## config.mk

```make
export PLATFORM = sky130hd
export DESIGN_NAME = multiplicand_shift_reg
export DESIGN_NICKNAME = d
export VERILOG_FILES = /design/src/rtl/multiplicand_shift_reg.sv
export SDC_FILE = /design/constraint.sdc
export NUM_CORES = 1
export LEC_CHECK = 0
export ABC_AREA = 1
export BUFFER_PORTS_ARGS = -buffer_cell sky130_fd_sc_hd__buf_2
export CORE_AREA = 2 2 110 112
export CTS_CLUSTER_SIZE = 40
export DETAILED_ROUTE_END_ITERATION = 10
export DIE_AREA = 0 0 112 114
export GPL_TIMING_DRIVEN = 0
export HOLD_SLACK_MARGIN = 0.1
export PLACE_DENSITY = 0.83
export SKIP_LAST_GASP = 1
export SYNTH_ARGS = -nofsm -noshare
export SYNTH_HDL_FRONTEND = slang
export SYNTH_SLANG_ARGS = --single-unit
export TNS_END_PERCENT = 100
```

## constraint.sdc

```tcl
create_clock -name clk -period 1.4 [get_ports clk]
set_input_delay 0.14 -clock clk [delete_from_list [all_inputs] [get_ports clk]]
set_output_delay 0.14 -clock clk [all_outputs]
set_load 0.02 [all_outputs]
```

## src/rtl/multiplicand_shift_reg.sv

```systemverilog
// Multiplicand register for a sequential shift-add multiplier.
// A WIDTH-bit operand is loaded, zero- or sign-extended, into a 2*WIDTH-bit register.
// The register then shifts left one bit per step while a counter tracks the shifts.
// The block presents the register value, or its two's complement, as the adder operand.
//
// Ports:
//   clk                 clock, rising edge
//   rst                 active-low synchronous reset
//   clr                 active-high synchronous clear of register, counter and FSM
//   in_valid/in_ready   load handshake for multiplicand_input
//   multiplicand_input  WIDTH-bit operand
//   signed_mode         sampled at the load edge, 1 = sign-extend (if SIGNED_EN)
//   shift_en            request one left shift (honoured only while active)
//   negate              select two's-complement addend
//   multiplicand_output current register value
//   addend_output       negate ? -reg : reg, combinational
//   shift_count         shifts since the last load, saturates at WIDTH
//   done                WIDTH shifts completed
module multiplicand_shift_reg #(
  parameter int unsigned WIDTH     = 32,
  parameter bit          SIGNED_EN = 1'b1,
  localparam int unsigned CW       = $clog2(WIDTH + 1)
) (
  input  logic               clk,
  input  logic               rst,
  input  logic               clr,
  input  logic               in_valid,
  output logic               in_ready,
  input  logic [WIDTH-1:0]   multiplicand_input,
  input  logic               signed_mode,
  input  logic               shift_en,
  input  logic               negate,
  output logic [2*WIDTH-1:0] multiplicand_output,
  output logic [2*WIDTH-1:0] addend_output,
  output logic [CW-1:0]      shift_count,
  output logic               done
);

  localparam int unsigned DW = 2 * WIDTH;

  typedef enum logic [1:0] {StIdle, StActive, StDone} state_e;

  state_e        state_q, state_d;
  logic [DW-1:0] reg_q, reg_d;
  logic [CW-1:0] cnt_q, cnt_d;
  logic          load;
  logic          ext_bit;
  logic [CW-1:0] cnt_inc;

  // State register
  always_ff @(posedge clk) begin
    if (!rst) begin
      state_q <= StIdle;
      reg_q   <= '0;
      cnt_q   <= '0;
    end else begin
      state_q <= state_d;
      reg_q   <= reg_d;
      cnt_q   <= cnt_d;
    end
  end

  assign load    = in_valid && in_ready;
  assign ext_bit = SIGNED_EN && signed_mode && multiplicand_input[WIDTH-1];
  assign cnt_inc = cnt_q + CW'(1);

  // Next-state: clr beats load, load beats shift (so a load in StDone suppresses the shift)
  always_comb begin
    state_d = state_q;
    reg_d   = reg_q;
    cnt_d   = cnt_q;
    if (clr) begin
      state_d = StIdle;
      reg_d   = '0;
      cnt_d   = '0;
    end else if (load) begin
      state_d = StActive;
      reg_d   = {{WIDTH{ext_bit}}, multiplicand_input};
      cnt_d   = '0;
    end else if (state_q == StActive && shift_en) begin
      reg_d = {reg_q[DW-2:0], 1'b0};
      cnt_d = cnt_inc;
      if (cnt_inc == CW'(WIDTH)) begin
        state_d = StDone;
      end
    end
  end

  // Outputs
  always_comb begin
    in_ready            = (state_q != StActive);
    done                = (state_q == StDone);
    multiplicand_output = reg_q;
    shift_count         = cnt_q;
    // Wraps modulo 2^DW: -0 = 0 and -2^(DW-1) = 2^(DW-1)
    addend_output       = negate ? (~reg_q + DW'(1)) : reg_q;
  end

endmodule

```

==> metrics.yaml <==
outcome: "complete, but fails checks"
violations: "negative setup slack"
diodes: 0
vdd_drop_max_mv: 0.864
max_freq_mhz: 410
drt-initial-drc-count: 1192
arrival_ps: 2300
ios: 175
final_hold_viol_count: 0
yosys.area_share.simple: 0.392
fin_skew_ps: 4.35
async_flop_share: 0
required_ps: 1260
power_frac_seq: 0.252
layout_common_cells: "nand2_1 (206), buf_2 (127), buf_4 (75), nand2_2 (67), nor2_1 (55)"
grt_pass1_vias: 6959
critPathKind: "reg -> out"
syn_to_final_growth_pct: 72.7
min_to: "multiplicand_output[1]"
io_buffers: 173
crit_path_start_kind: "flop"
hold_depth: 3
ys_types: 39
finalWorstSetupSlack_ps: -1040
ys_ff_latch: 72
cp_max_fo: 7
initial_core_util: 0.452
drc_errors: 0
cellLeakagePower_nw: 4.25
clk_pin_slew_ps: 60
grt_start_max_net_pins: 12
layout_commonest_cell: "nand2_1"
drt-total-wl_um: 28800
dp.cells: 1191
dr.pass1.iters: 7
max_slew_margin: 0.571
comb_power_share: 0.500
antenna_found_initial: 0
synth_compound_area_frac: 0.191
synth-seq-area-share: 0.272
finalInstanceArea_sq_um: 9150
slew_viol_final: 0
die_w_um: 112
insertion_delay_ps: 350
internal-power_mw: 5.21
tns_ps: -47950
setup_viol: 73
hold_path_startpoint: "multiplicand_input[1]"
r2r_end: "multiplicand_output[22]"
switchingPower_mw: 4.02
power_density_nw_per_um2: 1010
drive_gt1_frac: 0.513
ys.flop_type: "dfxtp_1"
synth_xor_area_frac: 0.0562
cts_root_buffer: "clkbuf_16"
hpwl_um: 15500
tightest_slew_ps: 643
wl_per_cell_um: 22.3
stdcell_count: 1293
die_y_um: 114
synth_fp_nets: 912
ys_warn_count: 0
synth-edff-count: 0
synth_fa_ha_area_frac: 0.00472
syn_area_per_cell_sq_um: 6.08
reg2reg_depth: 6
cts_tree: "done"
cts_buffers: 9
swShare: 0.435
r2r_start: "state_q[1]"
syn_area_sq_um: 5300
fin_nets: 1182
core_area_sq_um: 11700
vias: 8177
viasPerCell: 6.32
std_cell_rows: 40
grt_usage: 0.354
place.gp.congestion: 0.990
yosys-mux-area-fraction: 0
dieArea_sq_um: 12800
rsz0062_at_grt: "true"
netlist_instances: 871
end_kind: "output pin"
cts_max_path_buffers: 2
power_frac_clock: 0.247
synth_top_family_by_area: "simple AND/OR/NAND/NOR gates"
clock_sinks: 72
grt_first_pass_wirelength_um: 35900
ant_nets: 0
htreeDepth: 3
min_period_ps: 2440
holdCritPathClass: "in -> reg"
max_cap_violations: 0
overflow: 0
reg2reg_setup_slack_ps: -130
post-route-period-util: 1.74
dpl-instance-area_sq_um: 6710
## power by group through the flow
stage | logic, mW | registers, mW | clock network [mW]
6_report | 4.62 | 2.33 | 2.28
5_1_grt | 4.78 | 2.33 | 2.34
4_1_cts | 3.48 | 2.30 | 2.22
3_5_place_dp | 2.95 | 2.35 | 0
3_3_place_gp | 2.92 | 2.34 | 0
2_1_floorplan | 2.00 | 2.41 | 0
## cell families after synthesis
| logic type | after synthesis |
|---|---|
| AND/OR/NAND/NOR | 495 |
| AO/OA/AOI/OAI | 163 |
| buffers and inverters | 105 |
| flip-flops | 72 |
| XOR/XNOR | 34 |
| adder cells (fa/ha/maj) | 2 |
## timing repair
item / in CTS / in global routing
gates cloned: 0 / 1
buffers inserted: 27 / 28
hold endpoints to repair: 31 / 0
pin swaps: 57 / 71
hold buffers: 31 / 0
endpoints found under the setup margin: 126 / 123
resized for setup: 171 / 268
## cells in the mapped netlist (12+ instances only)
library cell | count | area, sq um
nand2_1 | 283 | 1060
nor2_1 | 133 | 499
o21ai_0 | 78 | 390
dfxtp_1 | 72 | 1440
inv_1 | 57 | 214
nand3_1 | 35 | 175
a221oi_1 | 29 | 254
a31oi_1 | 28 | 175
clkbuf_1 | 18 | 67.6
xor2_1 | 18 | 158
buf_2 | 16 | 80.1
xnor2_1 | 16 | 140
nand4_1 | 14 | 87.6
a21oi_1 | 12 | 60.1
## registers in the layout (all words and copies together) (netlist names)
signal / flops
state_q: 2
shift_count: 6
multiplicand_output: 64
## metrics by stage
| stage | power (mW) | setup WS [ps] | hold WS (ps) | util |
|---|---|---|---|---|
| global route | 9.46 | -1040 | 181 | 0.781 |
| detailed placement | 5.30 | -436 | 407 | 0.573 |
| floorplan | 4.41 | -159 | 279 | - |
| global placement | 5.27 | -424 | 403 | 0.573 |
| finish | 9.23 | -1040 | 139 | 0.781 |
| CTS | 8.00 | -756 | 134 | 0.683 |
## layout make-up
type | instances | area [sq um]
Sequential cell | 72 | 1560
Fill cell | 671 | 2560
Clock inverter | 3 | 15.0
Tap cell | 147 | 184
Timing Repair Buffer | 259 | 1910
Inverter | 63 | 260
Buffer | 42 | 308
Clock buffer | 13 | 270
Multi-Input combinational cell | 694 | 4640
## worst max-delay path by stage
stage | end | startpoint
floorplan | addend_output[36] | multiplicand_output[0]
global placement | addend_output[36] | multiplicand_output[0]
detailed placement | addend_output[36] | multiplicand_output[0]
CTS | addend_output[50] | multiplicand_output[1]
global route | addend_output[42] | multiplicand_output[23]
finish | addend_output[42] | multiplicand_output[28]
## metal layers
layer  routed length [um]  vias to the layer above  share of wire  global-route usage
met3                 3910                      284           0.14              0.0855
met5                    0                        -              0             0.00392
met4                 2750                        0          0.096               0.190
met1                 9710                     3670           0.34               0.434
li1                     -                     3411              -                   -
met2                12400                      812           0.43               0.576
## worst max-delay path, cell delays in order (launching register included)
cell and delay [ps]:
dfxtp_2 390, nor2_2 210, nand2_1 140, nor2_2 300, nand2_2 190, nor2_4 220
nand3_2 130, nand2_1 80, nand2_1 70, nand2_2 80, buf_6 110
Note: power is estimated with default switching activity, not from simulation.
